==> config.mk <==
export PLATFORM = sky130hd
export DESIGN_NAME = seg7_scan
export DESIGN_NICKNAME = d
export VERILOG_FILES = /design/src/rtl/seg7_scan.sv
export SDC_FILE = /design/constraint.sdc
export NUM_CORES = 1
export LEC_CHECK = 0
export CORE_ASPECT_RATIO = 0.6
export CORE_UTILIZATION = 52
export DETAILED_ROUTE_END_ITERATION = 10
export GPL_ROUTABILITY_DRIVEN = 0
export GPL_TIMING_DRIVEN = 0
export MAX_ROUTING_LAYER = met4
export PLACE_DENSITY_LB_ADDON = 0.1
export RECOVER_POWER = 100
export SETUP_SLACK_MARGIN = 0.15
export SLEW_MARGIN = 10
export SYNTH_ARGS = -nofsm -noshare
export SYNTH_HDL_FRONTEND = slang
export SYNTH_SLANG_ARGS = --single-unit
==> constraint.sdc <==
create_clock -name clk -period 5 [get_ports clk]
set_input_delay 0.75 -clock clk [delete_from_list [all_inputs] [get_ports clk]]
set_output_delay 0.75 -clock clk [all_outputs]
set_load 0.01 [all_outputs]
==> src/rtl/seg7_scan.sv <==
// seg7_scan: bus-mapped, time-multiplexed seven-segment display controller.
//
// Holds one hex nibble per digit and scans up to eight digits. Only one
// digit select is active at a time, and it carries the decoded segment
// pattern. Per-digit enable and decimal-point masks are supported, and all
// registers can be read back over the peripheral bus.
//
// Register map (byte addresses relative to BASE_ADDR):
//   +0 DATA   R/W  nibble i at [4i+3:4i] is the hex value of digit i
//   +4 CTRL   R/W  [7:0] digit enable, [15:8] DP mask, [16] scan_en
//   +8 STATUS RO   [2:0] current scan index
//
// Ports:
//   clk          clock
//   rst          synchronous, active-high reset
//   addr         bus address
//   en           bus access enable
//   byte_sel     byte-lane write enables (lane k = data_in[8k+7:8k])
//   data_in      write data
//   we           write enable (0 = read)
//   data_out     combinational read data, 0 when not addressed
//   sel_out      registered digit selects, bit i selects digit i
//   digital_out  registered segments {DP,G,F,E,D,C,B,A}
module seg7_scan #(
  parameter int unsigned DIGITS     = 8,
  parameter int unsigned CLK_DIV    = 50000,
  parameter logic [31:0] BASE_ADDR  = 32'hfffffc00,
  parameter bit          ACTIVE_LOW = 1'b1
) (
  input  logic              clk,
  input  logic              rst,
  input  logic [31:0]       addr,
  input  logic              en,
  input  logic [3:0]        byte_sel,
  input  logic [31:0]       data_in,
  input  logic              we,
  output logic [31:0]       data_out,
  output logic [DIGITS-1:0] sel_out,
  output logic [7:0]        digital_out
);

  localparam int unsigned SEL_W = DIGITS;
  localparam int unsigned IDX_W = 3;
  localparam int unsigned DIV_W = $clog2(CLK_DIV);

  localparam logic [DIV_W-1:0] DIV_LAST = DIV_W'(CLK_DIV - 1);
  localparam logic [IDX_W-1:0] IDX_LAST = IDX_W'(DIGITS - 1);

  // Writable/readable bits: only nibbles and mask bits of existing digits.
  localparam logic [63:0] ONE64     = 64'd1;
  localparam logic [31:0] DATA_MASK = 32'((ONE64 << (4 * DIGITS)) - ONE64);
  localparam logic [7:0]  DIG_MASK  = 8'((ONE64 << DIGITS) - ONE64);
  localparam logic [31:0] CTRL_MASK = {15'd0, 1'b1, DIG_MASK, DIG_MASK};
  localparam logic [31:0] CTRL_RST  = {15'd0, 1'b1, 8'd0, DIG_MASK};

  localparam logic [31:0] ADDR_DATA = BASE_ADDR;
  localparam logic [31:0] ADDR_CTRL = BASE_ADDR + 32'd4;
  localparam logic [31:0] ADDR_STAT = BASE_ADDR + 32'd8;

  // Idle output levels and the polarity flip applied to the active-low form.
  localparam logic [SEL_W-1:0] SEL_IDLE = {SEL_W{ACTIVE_LOW}};
  localparam logic [7:0]       SEG_IDLE = {8{ACTIVE_LOW}};
  localparam logic [SEL_W-1:0] SEL_FLIP = {SEL_W{~ACTIVE_LOW}};
  localparam logic [7:0]       SEG_FLIP = {8{~ACTIVE_LOW}};
  localparam logic [SEL_W-1:0] SEL_ONE  = SEL_W'(1);

  // Hex to active-low segment pattern {DP,G,F,E,D,C,B,A}, DP off.
  function automatic logic [7:0] seg_decode(input logic [3:0] v);
    logic [7:0] s;
    s = 8'hff;
    case (v)
      4'h0: s = 8'hc0;
      4'h1: s = 8'hf9;
      4'h2: s = 8'ha4;
      4'h3: s = 8'hb0;
      4'h4: s = 8'h99;
      4'h5: s = 8'h92;
      4'h6: s = 8'h82;
      4'h7: s = 8'hf8;
      4'h8: s = 8'h80;
      4'h9: s = 8'h90;
      4'ha: s = 8'h88;
      4'hb: s = 8'h83;
      4'hc: s = 8'hc6;
      4'hd: s = 8'ha1;
      4'he: s = 8'h86;
      4'hf: s = 8'h8e;
      default: s = 8'hff;
    endcase
    return s;
  endfunction

  // State registers
  logic [31:0]      data_q;
  logic [31:0]      ctrl_q;
  logic [DIV_W-1:0] div_q;
  logic [IDX_W-1:0] idx_q;

  // Next-state values
  logic [31:0]      data_d;
  logic [31:0]      ctrl_d;
  logic [DIV_W-1:0] div_d;
  logic [IDX_W-1:0] idx_d;

  // Bus decode
  logic        wr_c;
  logic        rd_c;
  logic [31:0] lane_mask_c;

  // Output composition
  logic [3:0]       nib_c;
  logic [7:0]       ena_c;
  logic [7:0]       dp_mask_c;
  logic             lit_c;
  logic             dp_c;
  logic [7:0]       seg_low_c;
  logic [SEL_W-1:0] sel_low_c;

  assign wr_c        = en & we;
  assign rd_c        = en & ~we & ~rst;
  assign lane_mask_c = {{8{byte_sel[3]}}, {8{byte_sel[2]}},
                        {8{byte_sel[1]}}, {8{byte_sel[0]}}};

  // Register writes: byte-lane merge, then drop bits of absent digits.
  always_comb begin
    data_d = data_q;
    ctrl_d = ctrl_q;
    if (wr_c) begin
      if (addr == ADDR_DATA) begin
        data_d = ((data_q & ~lane_mask_c) | (data_in & lane_mask_c)) & DATA_MASK;
      end
      if (addr == ADDR_CTRL) begin
        ctrl_d = ((ctrl_q & ~lane_mask_c) | (data_in & lane_mask_c)) & CTRL_MASK;
      end
    end
  end

  // Scan divider and index. Counting needs scan_en both before and after
  // this edge, so a 0->1 transition starts at divider 0 and digit 0, and a
  // write clearing scan_en zeroes the index on the same edge.
  always_comb begin
    div_d = div_q;
    idx_d = idx_q;
    if (!(ctrl_q[16] && ctrl_d[16])) begin
      div_d = '0;
      idx_d = '0;
    end else if (div_q == DIV_LAST) begin
      div_d = '0;
      idx_d = (idx_q == IDX_LAST) ? '0 : idx_q + IDX_W'(1);
    end else begin
      div_d = div_q + DIV_W'(1);
    end
  end

  // Segment/select pattern for the current digit, in active-low form.
  always_comb begin
    ena_c     = ctrl_q[7:0];
    dp_mask_c = ctrl_q[15:8];
    nib_c     = data_q[{idx_q, 2'b00} +: 4];
    lit_c     = ctrl_q[16] & ena_c[idx_q];
    dp_c      = dp_mask_c[idx_q];
    seg_low_c = 8'hff;
    sel_low_c = '1;
    if (lit_c) begin
      seg_low_c = seg_decode(nib_c) & {~dp_c, 7'h7f};
      sel_low_c = ~(SEL_ONE << idx_q);
    end
  end

  always_ff @(posedge clk) begin
    if (rst) begin
      data_q      <= '0;
      ctrl_q      <= CTRL_RST;
      div_q       <= '0;
      idx_q       <= '0;
      sel_out     <= SEL_IDLE;
      digital_out <= SEG_IDLE;
    end else begin
      data_q      <= data_d;
      ctrl_q      <= ctrl_d;
      div_q       <= div_d;
      idx_q       <= idx_d;
      sel_out     <= sel_low_c ^ SEL_FLIP;
      digital_out <= seg_low_c ^ SEG_FLIP;
    end
  end

  // Combinational read-back; zero whenever not addressed or in reset.
  always_comb begin
    data_out = '0;
    if (rd_c) begin
      if (addr == ADDR_DATA) begin
        data_out = data_q;
      end else if (addr == ADDR_CTRL) begin
        data_out = ctrl_q;
      end else if (addr == ADDR_STAT) begin
        data_out = {29'd0, idx_q};
      end
    end
  end

endmodule

==> reports/qor.log <==
[status] outcome finished, final reports clean
[worst_setup_path] Critical R2R Launch idx_q[0]
[routing] detail-routed via count per cell 5.965
[power_and_ir_drop] power density cells 259.3 nW/um^2
[routing] count of vias placed by the detailed router 4390
[worst_setup_path] capture instance of the worst register-to-register path digital_out[3]
[worst_setup_path] critical path launch point type input port
[placed_design] sum of net half-perimeters after detailed placement 9824 um
[timing] number of hold violations in the final report 0
[clock_network] number of buffers added for setup after CTS 0
[power_and_ir_drop] switching share of power 20.55%
[timing] Tightest Pin Transition 1247 ps
[power_and_ir_drop] sequential share of power 44.3%
[layout] total number of nets in the final design 708
[routing] number of routed nets with antenna violations 0
[timing] Max Clk Rate 208.7 MHz
[power_and_ir_drop] power share of the combinational group 6.9%
[timing] tightest slew margin relative to the limit 16.08%
[clock_network] # resized after CTS 0
[clock_network] Clock Latency Late Sink 350 ps
[power_and_ir_drop] internal power contribution 0.001215 W
[yosys] synthesized area divided by synthesized cell count 8.621 sq um
[routing] number of search-and-repair iterations in the first detailed-routing pass 5
[global_route] first-pass GRT wire length 20690 um
[die] initial standard-cell utilization of the core 53.81%
[die] area of the placeable core 7883 sq um
[yosys] share of synthesized area occupied by flip-flops and latches 39.65%
[clock_network] hold buffers post-CTS 0
[worst_setup_path] classification of the worst setup path in2out
[worst_setup_path] maximum single-stage delay on the critical path 660 ps
[yosys] cell types with the largest area share after synthesis sky130_fd_sc_hd__dfxtp_1, sky130_fd_sc_hd__mux4_2, sky130_fd_sc_hd__nand2_1
[placed_design] Worst Setup Slack post-DPL 341.1 ps
[timing] post-route clock period utilization 95.85%
[flow_run] number of violations of the max-capacitance limit 0
[power_and_ir_drop] Clock Power Share 48.8%
[clock_network] clock transition at the registers of the reported paths 60 ps
[power_and_ir_drop] leakage 2.093 nW
[clock_network] deepest level of the CTS H-tree 3
[timing] worst-case clock skew 6.882 ps
[layout] fraction of final layout cells with drive strength greater than 1 7.643%
[yosys] Yosys warnings 0
[worst_setup_path] CP Cell Sequence clkdlybuf4s50_1 > or4_1 > or4_1 > nor4_4 > buf_4 > buf_4 > buf_6 > buf_6 > a22oi_1 > nor2_1 > clkdlybuf4s50_1
[timing] Final Slew Violations 0
[clock_network] Max clock buf depth 2
[worst_setup_path] Critical Path Slowest Stage Cell sky130_fd_sc_hd__or4_1
[worst_setup_path] arrival time of data at the critical path endpoint 4040 ps
[yosys] cell area after technology mapping 4242 sq um
[global_route] overflow left after global routing 0
[die] height of the die 71.96 um
[die] count of pins on the block boundary 120
[worst_setup_path] Critical Path Fanout Max 10
[worst_setup_path] r2r worst-path depth 10
[routing] number of DRC violations after detailed routing 0
[worst_setup_path] worst reg-to-reg setup slack 1620 ps
[yosys] Synth Instances 492
[global_route] antenna violations before repair 0
[power_and_ir_drop] switching pwr 0.0003142 W
[timing] unrepaired setup endpoints after global routing no
[clock_network] CTS tree yes
[routing] overall routed net length 13360 um
[worst_setup_path] Worst Path Required 4250 ps
[yosys] post-synth cell types 45
[layout] area overhead of the layout relative to synthesis 39.06%
[timing] final setup fails 0
[global_route] largest net degree at the start of global routing 14
[die] width of the die 118.6 um
[global_route] vias in the first global route 4000
[timing] final worst setup slack 207.4 ps
[timing] Total Negative Setup Slacks 0 ps
[worst_setup_path] capturing element type of the critical path output pin
[layout] most used cells in the layout excluding fill and tap cells sky130_fd_sc_hd__clkdlybuf4s50_1, sky130_fd_sc_hd__dfxtp_1, sky130_fd_sc_hd__nand2_1
[hold_path] number of cells traversed by the worst hold path 2
[yosys] syn nets 577
[hold_path] Hold WC Path Type reg2reg
[yosys] count of state elements after synthesis 84
[routing] wire length per cell 18.15 um
[clock_network] Sink Count 84
[die] FP Rows 25
[timing] time the worst path needs with I/O delays and setup 4793 ps
[die] Die Area 8534 sq um
[yosys] share of Yosys cell area claimed by the top area cell type 39.65%
[clock_network] number of buffers created by CTS 9
[power_and_ir_drop] Max VDD drop 0.0002420 V
[yosys] leading area contributor after synthesis sky130_fd_sc_hd__dfxtp_1
[layout] # diodes 0
[clock_network] Root Buffer sky130_fd_sc_hd__clkbuf_16
[global_route] total routing resource utilization after global routing 32.71%
[layout] leading cell type in the layout, fill and taps excluded sky130_fd_sc_hd__clkdlybuf4s50_1
[routing] initial drt markers 387
[placed_design] count of buffers from port buffering 118
-- area by class of cell --
cell class | instances | area [sq um]
multi-input cells | 356 | 2305
well taps | 108 | 135.1
clock inverters | 3 | 67.56
clock buffers | 13 | 270.3
inverters | 20 | 75.07
fillers | 609 | 1984
plain buffers | 32 | 167.7
repair buffers | 120 | 1196
flip-flops and latches | 84 | 1682
-- logic make-up (layout without fill, tap and decap cells) --
logic type	after synthesis	count (layout)	share of synthesized area, %
xor gates and xnor gates	13	13	2.684
muxes	23	23	9.056
AOI/OAI and AO/OA	91	91	12.92
and+or+nand+nor	216	216	25.93
DFF	84	84	39.65
buffers and inverters	52	188	5.929
adders and majority gates	13	13	3.835
-- cell usage after synthesis, drive strengths merged --
library cell   n
nand3         47
mux2i          8
a21oi         44
inv           20
and2          15
and4           2
o221ai         4
clkbuf        16
nor3          14
xnor2          9
o21ai         13
or2            1
a22oi         14
a211o          1
a31oi          8
nor2          31
dfxtp         84
a31o           1
nand3b         1
nand4b         3
and2b          1
o22ai          1
o211ai         1
mux4          12
nand2b         7
nand4         11
nor4           6
or4            4
mux2           3
nand2         63
or2b           1
nor3b          1
and3           7
a211oi         1
o2111a         3
xor2           4
buf           16
ha            13
and4b          1
-- metal layers --
layer / vias to the layer above / part of all wire (%) / global-route usage (%)
met3: 31 / 13 / 10.53
met1: 2043 / 42 / 43.72
met5: - / 0 / -
met4: 0 / 1.6 / 8.720
met2: 301 / 43 / 47.82
li1: 2015 / - / -
-- power by group through the flow --
stage | registers, W | logic [W] | clock network [W]
6_report | 0.000677 | 0.000106 | 0.000746
2_1_floorplan | 0.000693 | 0.0000277 | 0
3_5_place_dp | 0.000692 | 0.000106 | 0
4_1_cts | 0.000678 | 0.000107 | 0.000746
5_1_grt | 0.000678 | 0.000112 | 0.000774
3_3_place_gp | 0.000692 | 0.000105 | 0
-- worst max-delay path by stage --
stage | from | end | slack, ps
2_1_floorplan | addr[0] | data_out[10] | 1610
3_3_place_gp | addr[0] | data_out[23] | 380
3_5_place_dp | addr[0] | data_out[23] | 340
4_1_cts | addr[0] | data_out[30] | 300
5_1_grt | addr[0] | data_out[27] | 100
6_report | addr[0] | data_out[8] | 210
-- worst max-delay path: cells and delay by family --
kind,cells,cell delay (ps)
simple gates,4,1610
compound gates,1,90
buf+inv,6,1580
-- stage by stage --
step	utilization, %	total power [W]	hold slack, ps	instance area [sq um]	std cells
floorplan	-	0.0007209	436.9	4242	492
global route	74.83	0.001564	480.7	5898	736
detailed placement	70.51	0.0007985	452.1	5558	718
CTS	74.79	0.001531	461.4	5896	734
global placement	70.51	0.0007966	449.9	5558	718
finish	74.83	0.001529	461.1	5898	736
No activity file was read; power rests on OpenSTA's default activity.
